File: src/rtl/mem_lib_pkg.sv
// mem_lib_pkg: shared constants, scrub FSM type and sizing helper for the memory library
package mem_lib_pkg;
  localparam int RDW_OLD = 0;
  localparam int RDW_NEW = 1;
  typedef enum logic {IDLE, CLEAR} scrub_state_t;
  function automatic int calc_nbe(input int width, input int byte_w);
    return width / byte_w;
  endfunction
endpackage

File: src/rtl/mem_scrub_ctrl.sv
// mem_scrub_ctrl: sequential clear engine walking every word once and flagging busy meanwhile
module mem_scrub_ctrl
  import mem_lib_pkg::*;
#(
  parameter int DEPTH = 16,
  parameter int AW = 4
) (
  input  logic          clk,
  input  logic          rst,
  input  logic          clr,
  output logic          busy,
  output logic [AW-1:0] scrub_addr
);
  localparam logic [AW-1:0] LAST = AW'(DEPTH - 1);
  scrub_state_t state, state_n;
  logic [AW-1:0] cnt, cnt_n;
  // state and counter; reset always restarts the scrub from word 0
  always_ff @(posedge clk)
    if (rst) begin
      state <= CLEAR;
      cnt <= '0;
    end else begin
      state <= state_n;
      cnt <= cnt_n;
    end
  // clr is only taken from IDLE; the scrub leaves CLEAR after clearing the last word
  always_comb begin
    state_n = state;
    cnt_n = cnt;
    state_n = (state == IDLE) ? (clr ? CLEAR : IDLE) : (cnt == LAST ? IDLE : CLEAR);
    cnt_n = (state == CLEAR && cnt != LAST) ? cnt + 1'b1 : '0;
  end
  assign busy = (state == CLEAR);
  assign scrub_addr = cnt;
endmodule

File: src/rtl/dp_ram_param.sv
// dp_ram_param: parametrised 1W/1R synchronous RAM with byte enables, scrub and optional output stage
module dp_ram_param
  import mem_lib_pkg::*;
#(
  parameter int RAM_WIDTH = 8,
  parameter int RAM_DEPTH = 16,
  parameter int ADDR_SIZE = 4,
  parameter int BYTE_W = 8,
  parameter int RDW_MODE = 0,
  parameter int OUT_REG = 0,
  localparam int NBE = calc_nbe(RAM_WIDTH, BYTE_W)
) (
  input  logic                 clk,
  input  logic                 rst,
  input  logic                 clr,
  input  logic                 wr_enb,
  input  logic [NBE-1:0]       wr_be,
  input  logic [ADDR_SIZE-1:0] wr_addr,
  input  logic [RAM_WIDTH-1:0] data_in,
  input  logic                 rd_enb,
  input  logic [ADDR_SIZE-1:0] rd_addr,
  output logic [RAM_WIDTH-1:0] data_out,
  output logic                 rd_valid,
  output logic                 busy
);
  localparam logic [ADDR_SIZE:0] DEPTH_L = (ADDR_SIZE + 1)'(RAM_DEPTH);
  logic [RAM_WIDTH-1:0] mem [RAM_DEPTH];
  logic [RAM_WIDTH-1:0] merged, rd_word, d1, d2;
  logic [ADDR_SIZE-1:0] scrub_addr;
  logic we, re, rd_ok, v1, v2;

  mem_scrub_ctrl #(.DEPTH(RAM_DEPTH), .AW(ADDR_SIZE)) u_scrub (
    .clk(clk),
    .rst(rst),
    .clr(clr),
    .busy(busy),
    .scrub_addr(scrub_addr)
  );

  assign we = wr_enb && !busy && ({1'b0, wr_addr} < DEPTH_L);
  assign re = rd_enb && !busy;
  assign rd_ok = {1'b0, rd_addr} < DEPTH_L;

  // post-write word: enabled lanes from data_in, the rest from the stored word
  always_comb begin
    merged = mem[wr_addr];
    for (int i = 0; i < NBE; i++)
      if (wr_be[i]) merged[i*BYTE_W +: BYTE_W] = data_in[i*BYTE_W +: BYTE_W];
  end

  assign rd_word = !rd_ok ? '0 :
                   (RDW_MODE == RDW_NEW && we && rd_addr == wr_addr) ? merged : mem[rd_addr];

  // array update; the scrub owns the array whenever busy so user writes never collide
  always_ff @(posedge clk)
    if (busy) mem[scrub_addr] <= '0;
    else if (we) mem[wr_addr] <= merged;

  // read register plus optional pipeline stage; data holds between reads
  always_ff @(posedge clk)
    if (rst) begin
      d1 <= '0;
      v1 <= 1'b0;
      d2 <= '0;
      v2 <= 1'b0;
    end else begin
      v1 <= re;
      d1 <= re ? rd_word : d1;
      v2 <= v1;
      d2 <= v1 ? d1 : d2;
    end

  assign data_out = (OUT_REG != 0) ? d2 : d1;
  assign rd_valid = (OUT_REG != 0) ? v2 : v1;
endmodule

File: config.mk
export PLATFORM = sky130hd
export DESIGN_NAME = dp_ram_param
export DESIGN_NICKNAME = d
export VERILOG_FILES = /design/src/rtl/mem_lib_pkg.sv /design/src/rtl/mem_scrub_ctrl.sv /design/src/rtl/dp_ram_param.sv
export SDC_FILE = /design/constraint.sdc
export NUM_CORES = 1
export LEC_CHECK = 0
export ABC_CLOCK_PERIOD_IN_PS = 5300
export CAP_MARGIN = 5
export CORE_UTILIZATION = 55
export DETAILED_ROUTE_END_ITERATION = 6
export PLACE_DENSITY_LB_ADDON = 0.3
export SLEW_MARGIN = 20
export SYNTH_ARGS = -nofsm -noshare
export SYNTH_HDL_FRONTEND = slang
export SYNTH_SLANG_ARGS = --single-unit
File: constraint.sdc
create_clock -name clk -period 5.3 [get_ports clk]
set_input_delay 1.06 -clock clk [delete_from_list [all_inputs] [get_ports clk]]
set_output_delay 1.06 -clock clk [all_outputs]
set_load 0.03 [all_outputs]
# Word level (Yosys, flattened, before mapping)
# Memories as Yosys holds them, arrays and structs flattened. A register that Yosys moved wholly into a read port is not among the register bits.
# Cells that the tools add are included.
# classes
addsub,1
n_eq_ne,3
mux,12
bitwise_logic,1
n_reduce_logical,7
# op_table
cell,n
8-bit 2-to-1 mux,2
1-bit 2-to-1 mux,9
8-bit OR reduction,1
4-bit by 1-bit adder with 4-bit output (second input constant),1
4-bit == test (second input constant),1
4-bit 2-to-1 mux,1
4-bit != test (second input constant),1
1-bit logical AND,3
2-bit AND reduction,1
2-bit OR reduction,1
1-bit logical NOT,1
1-bit != test (second input constant),1
1-bit NOT,1
# word_totals
ff_bits,6
ramBits,128
inputBits,22
output_inout_bits,10
elab_cells,28
mem_count,1
# memory_table
memory,depth,width,read_ports,rd_ports_with_merged_regs,wr,line,source
mem,16,8,1,1,1,dp_ram_param.sv:27,logic [RAM_WIDTH-1:0] mem [RAM_DEPTH];

# Depth between registers and ports, before layout
# Gate-level depths: netlist of run 1.
# depth
depth_word,8
depth_mapped,6
mapped_depth_nobuf,4

# Cells and area by module
# From an unflattened synthesis of run 1, not the netlist that was laid out.
# hier_totals
hier_cells,289
area_unflattened_um2,5580.4
# modules_own_cells
mod,n_inst,cells_per_inst,area_each_um2,seq_area_each_um2
dp_ram_param,1,271,5388.9,4023.9
mem_scrub_ctrl,1,18,191.4,100.1

# Worst setup path before layout of run 1
# Ideal clock, no wire load.
# synth_path
path_kind,input port to flip-flop
from,in wr_enb
to,"mem mem[1][0], enable pin"
setup_time_ps,370
arrival_ps,2057
required_ps,4930
setup_slack_ps,2873
cell_stages,5
n_path_buf,1
cell_sequence,and3b_1 > buf_2 > nor3b_1 > a31oi_1 > nor2_1
# synth_via
elab_chain_len,7
elab_cells_between_ends,8
classes_between,mux (5); reduce/logical (3)
# synth_rtl
item,line,source
"start, declared",dp_ram_param.sv:16,"input logic wr_enb,"
1-bit logical AND (*),dp_ram_param.sv:40,"assign we = wr_enb && !busy && ({1'b0, wr_addr} < DEPTH_L);"
1-bit 2-to-1 mux (*),dp_ram_param.sv:57,else if (we) mem[wr_addr] <= merged;
1-bit 2-to-1 mux (*),dp_ram_param.sv:56,if (busy) mem[scrub_addr] <= '0;
1-bit 2-to-1 mux (not written as such) (*),dp_ram_param.sv:57,
2-bit AND reduction (no line) (*),n/a,
8-bit OR reduction (no line),n/a,
4-bit 2-to-1 mux (no line) or 1-bit 2-to-1 mux (tied branches),n/a,
"end, declared",dp_ram_param.sv:27,
# Mark *: on every way between the ends. The rest lies on a longest branch, timed or not.

# Final worst setup path of run 1
# layout_path
from,in wr_be
to,"mem mem[10][6], enable pin"
# layout_via
elab_chain_len,4
elab_cells_between_ends,5
classes_between,eq/ne (1); mux (2); reduce/logical (2)
# layout_rtl
item,line,source
"start, declared",dp_ram_param.sv:17,"input logic [NBE-1:0] wr_be,"
1-bit != test (no line) (*),n/a,
2-bit AND reduction (no line) (*),n/a,
8-bit OR reduction (no line),n/a,
4-bit 2-to-1 mux (no line) or 1-bit 2-to-1 mux (tied branches),n/a,
# Marked as above.

==> impl_metrics.csv, run 1 <==
group,metric,value,unit
run_status,status,"complete, no violations",
synth,synth_area_leaders,"edfxtp_1 69%, mux4_2 10%, dfxtp_1 5.0%",
critical_path,worst-setup-path-type,"input port to flip-flop",
floorplan,die_w,102.8,um
hold_path,min_path_cells,2,
floorplan,start_util,0.5689,
place,globalplace.congestion,0.8401,
pwr,ir_drop,0.2455,mV
global_route,overflow,0,
clock_network,cts_tree,"done",
global_route,grt_pass1_vias,2944,
timing,slew_headroom,0.3646,
critical_path,crit_path_max_fanout,20,
timing,min_period,2.934,ns
global_route,grt_pass1_wl,16930,um
layout,fin_util,0.6778,
clock_network,cts.repair.resized,0,
timing,fin_setup_tns,0,ns
critical_path,arrival,3.08,ns
timing,rsz0062_at_grt,"false",
route,drt_iter0_markers,192,
layout,nFillCells,656,
pwr,p_leak,2.124,nW
timing,clock_skew,0.008154,ns
global_route,grt_antenna_before_repair,0,
pwr,p_per_area,399.5,nW/um^2
layout,area_growth,19.13,%
synth,avgSynthCellArea,19.33,sq um
floorplan,dieArea,10560,sq um
synth,yosysTopAreaCellShare,0.6880,
critical_path,reg2reg_depth,3,
timing,period_share,0.5536,
route,drcViolationCount,0,
place,dp_hpwl,7170,um
clock_network,cts_buffers,17,
synth,ys_seq_area_frac,0.7382,
synth,ys.flop_type,"edfxtp_1",
synth,synth_cell_types,36,
floorplan,fp.dieH,102.8,um
route,wl_per_cell,23.50,um
floorplan,ios,32,
route,routed_via_density,6.061,
synth,syn-instance-count,289,
global_route,grt_max_degree,27,
timing,finalSetupViolations,0,
pwr,p_total,2.659,mW
flow_run,maxCapViolCount,0,
critical_path,cp.required,5.45,ns
clock_network,clkSinkCount,142,
layout,diodes,0,
clock_network,clk_latency,0.53,ns
place,io_buffer_count,31,
critical_path,cp_cell_sequence,"clkdlybuf4s50_1, and3b_1, a32oi_1, nor2_1",
clock_network,clk_pin_slew,0.06,ns
route,first_pass_iters,5,
synth,yosys_warnings,0,
critical_path,slowest_stage,"nor2_1",
route,ant_nets,0,
synth,ys_seq_elements,142,
route,drt-total-wl,11190,um
clock_network,post_cts_buffers,0,
clock_network,cts.htree.levels,4,
synth,synth-edff-count,128,
timing,max_freq,340.8,MHz
synth,yosysTopAreaCell,"edfxtp_1",
clock_network,hold_buffers,0,
clock_network,clock_path_buffers,2,
timing,fin_hold_ws,0.4847,ns
critical_path,crit_path_end_kind,"flip-flop",
clock_network,root_buffer,"clkbuf_8",
synth,syn_nets,312,
timing,worst_slew_pin_slew,0.9502,ns
layout,drive_gt1_frac,0.1837,
global_route,grt_usage,0.2395,
synth,syn-cell-area,5587,sq um
timing,drv_slew,0,
critical_path,start_kind,"input port",
critical_path,worst_path_largest_cell_delay,0.76,ns
hold_path,min_path_type,"flip-flop to flip-flop",
timing,final-hold-violation-count,0,
floorplan,core-area,9819,sq um
floorplan,rows,36,
layout,layout.nets,353,
route,routed-via-count,2885,
synth,synthArstFlopShare,0,
[synth_stat cells (2+ instances only)]
cell / instances
nor3b_1: 2
a31oi_1: 6
a32oi_1: 2
mux4_1: 4
o21ai_1: 7
nor2b_1: 4
a2bb2oi_1: 7
buf_6: 2
edfxtp_1: 128
buf_2: 6
clkbuf_1: 3
dfxtp_1: 14
nor2_1: 23
mux2i_1: 17
nand3_1: 2
xnor2_1: 2
and3_1: 2
and2_1: 8
inv_1: 7
mux4_2: 26
nand2_1: 2
[stage by stage]
| step | instances | setup WS, ns | instance area, sq um |
|---|---|---|---|
| floorplan | 289 | 2.873 | 5587 |
| global placement | 444 | 1.868 | 5997 |
| detailed placement | 444 | 1.797 | 5997 |
| CTS | 476 | 2.347 | 6655 |
| global route | 476 | 2.226 | 6655 |
| finish | 476 | 2.366 | 6655 |
[cell usage in the layout (no fill, tap or decap), drive strengths merged, types with 2 or more instances in the layout]
cell type      netlist  layout
o21ai                7       7
xnor2                2       2
mux2i               17      17
mux4                30      30
inv                  7       8
clkdlybuf4s50        0      30
nor2                23      23
a31oi                6       6
nor2b                4       4
nand3                2       2
clkinvlp             0       2
dfxtp               14      14
and3                 2       2
and2                 8       8
a32oi                2       2
clkinv               0       5
a2bb2oi              7       7
edfxtp             128     128
bufinv               0       6
buf                 10       5
nor3b                3       3
clkbuf               3      18
nand2                2       2
[cell type report]
class	count	area, sq um	area share
Clock inverter	14	240.2	0.03610
Timing Repair Buffer	35	335.3	0.05039
Inverter	7	26.28	0.003948
Sequential cell	142	4124	0.6197
Clock buffer	18	417.9	0.06279
Tap cell	133	166.4	0.02500
Multi-Input combinational cell	127	1345	0.2021
[cells by family after synthesis]
| group | share of synthesized area |
|---|---|
| buffers and inverters | 0.02105 |
| AND/OR/NAND/NOR | 0.04412 |
| multiplexers | 0.1541 |
| adder cells (fa/ha/maj) | 0.002239 |
| XOR/XNOR | 0.003136 |
| AO/OA/AOI/OAI | 0.03718 |
| flip-flops | 0.7382 |
[critical path, delay by kind of cell]
kind / cells / cell delay [ns]
simple gates: 2 / 1.26
buf+inv: 1 / 0.45
compound gates: 1 / 0.30
[flip-flops by register name, indices dropped and copies added, names as in the netlist]
register            cells
data_out                8
mem                   128
rd_valid                1
u_scrub.busy            1
u_scrub.scrub_addr      4
[power breakdown]
part / switching (mW) / internal [mW] / total [mW] / leakage, nW
combinational: 0.0568 / 0.0552 / 0.112 / 0.634
clock: 0.445 / 0.860 / 1.31 / 0.315
sequential: 0.00915 / 1.23 / 1.24 / 1.18
total: 0.511 / 2.15 / 2.66 / 2.12
[final timing paths]
check	to	from	slack, ns
worst max-delay path	mem[10][6]	wr_be	2.37
worst min register to register	data_out[1]	data_out[1]	0.48
worst min-delay path	data_out[1]	data_out[1]	0.48
worst max register to register	mem[10][6]	u_scrub.busy	2.88
[metal layers]
layer  up-vias  wire length (um)  track usage
met5         -                 0            0
met4         0               233       0.1246
met3        19               843      0.05966
met2       160              5617       0.3749
met1      1448              4490       0.3147
li1       1258                 -            -
Power figures use the tool's default switching activity.
==> run 2, diff against run 1 <==
ABC_CLOCK_PERIOD_IN_PS = 2750   (was 5300)
clock period = 2.75 ns   (was 5.3 ns; I/O delays follow)
==> run 2 against run 1 <==
Against the previous run: first-iteration DRC count up 28%; highest routed layer unchanged; clock skew down 0.00070 ns; critical endpoint is now busy; final cell count up 5.0%; setup slack worse by 1.9 ns; largest cell class unchanged.
==> impl_metrics.csv, run 2 (synthesis gave the netlist of run 1 again) <==
group,metric,value,unit
layout,register_area,4124,sq um
route,routed-via-count,2920,
critical_path,cp_top_family,"buffers and inverters",
flow_run,maxCapViolCount,0,
pwr,ir_drop,0.4495,mV
critical_path,cp.required,2.20,ns
timing,max_freq,430.8,MHz
critical_path,worst-setup-path-type,"flip-flop to output pin",
route,ant_nets,0,
clock_network,cts.repair.resized,0,
layout,area_growth,21.84,%
hold_path,min_path_type,"flip-flop to flip-flop",
timing,clock_skew,0.007453,ns
timing,period_share,0.8441,
place,place_area,6190,sq um
clock_network,clk_pin_slew,0.06,ns
critical_path,arrival,1.77,ns
global_route,grt_pass1_vias,2946,
floorplan,dieArea,10560,sq um
timing,slew_headroom,0.4636,
clock_network,clock_path_buffers,2,
clock_network,post_cts_buffers,0,
critical_path,path_buf_inv,1,
global_route,grt_max_degree,35,
critical_path,worst_path_largest_cell_delay,0.74,ns
layout,fin_util,0.6932,
floorplan,core-area,9819,sq um
clock_network,cts_tree,"done",
place,dp_hpwl,7390,um
layout,largest_reg_flops,128,
timing,rsz0062_at_grt,"false",
route,drcViolationCount,0,
layout,multiInputGateArea,1345,sq um
layout,diodes,0,
global_route,grt_pass1_wl,16950,um
layout,nFillCells,661,
layout,design_area,6807,sq um
floorplan,die_w,102.8,um
clock_network,root_buffer,"clkbuf_8",
clock_network,cts_buffers,17,
global_route,overflow,0,
timing,fin_setup_tns,0,ns
pwr,p_per_area,731.5,nW/um^2
route,drt_iter0_markers,245,
route,drt-total-wl,11150,um
pwr,p_leak,2.237,nW
layout,mostFrequentLayoutCell,"edfxtp_1",
run_status,status,"complete, no violations",
floorplan,start_util,0.5689,
clock_network,clk_latency,0.52,ns
global_route,grt_antenna_before_repair,0,
clock_network,cts.htree.levels,4,
place,globalplace.congestion,0.8374,
critical_path,cp_cell_sequence,"clkdlybuf4s50_1",
critical_path,crit_path_max_fanout,9,
layout,final_cell_mix,"128 x edfxtp_1, 30 x clkdlybuf4s50_1, 27 x buf_4",
critical_path,cp-startpoint,"u_scrub.busy",
timing,worst_slew_pin_slew,0.8016,ns
critical_path,crit_path_end_kind,"output pin",
critical_path,r2r_start,"u_scrub.busy",
timing,finalSetupViolations,0,
clock_network,hold_buffers,0,
layout,layout.nets,377,
clock_network,clkSinkCount,142,
critical_path,start_kind,"flip-flop",
floorplan,ios,32,
timing,drv_slew,0,
layout,regMostFlops,"mem",
route,routed_via_density,5.840,
global_route,grt_usage,0.2391,
timing,final-hold-violation-count,0,
hold_path,min-delay-start,"data_out[1]",
route,wl_per_cell,22.31,um
layout,drive_gt1_frac,0.2371,
floorplan,fp.dieH,102.8,um
place,io_buffer_count,31,
critical_path,slowest_stage,"clkdlybuf4s50_1",
floorplan,rows,36,
route,first_pass_iters,4,
timing,min_period,2.321,ns
==> run 2: cell types whose count changed in the layout (fill, tap and decap cells not counted), sizes merged <==
cell and change:
buf +24, bufinv -2, inv +2
==> run 2: layer usage <==
metal | track usage | share of wire | up-vias
met5 | 0 | 0 | -
met4 | 0.09101 | 0.018 | 0
met3 | 0.06712 | 0.084 | 14
met2 | 0.3621 | 0.47 | 144
met1 | 0.3353 | 0.43 | 1464
li1 | - | - | 1298
==> run 2: area by class of cell <==
cell class                      count  share of cell area
Timing Repair Buffer               59             0.07757
Multi-Input combinational cell    127              0.1976
Clock inverter                     14             0.02776
Inverter                            7            0.003860
Sequential cell                   142              0.6059
Tap cell                          133             0.02445
Clock buffer                       18             0.06287
==> run 2: path summary, 6_finish.rpt <==
kind / slack (ns) / endpoint / depth (start not counted)
setup reg to reg: 0.52 / mem[7][7] / 3
hold reg to reg: 0.48 / data_out[1] / 2
hold / removal: 0.48 / data_out[1] / 2
setup / recovery: 0.43 / busy / 1
==> run 2: where the power goes <==
part | switching, mW | leakage, nW | internal [mW]
logic | 0.114 | 0.762 | 0.119
registers | 0.0181 | 1.18 | 2.37
clock network | 0.856 | 0.299 | 1.50
==> run 2: per-stage QoR <==
stage | instances | worst slack, ns | power, mW | hold slack, ns
after floorplan | 289 | 0.7231 | 2.577 | 0.4604
after global placement | 468 | 0.1098 | 2.663 | 0.4645
after detailed placement | 468 | -0.005532 | 2.670 | 0.4680
after CTS | 500 | 0.4229 | 4.988 | 0.4828
after global routing | 500 | 0.3599 | 5.093 | 0.5054
final | 500 | 0.4288 | 4.979 | 0.4773
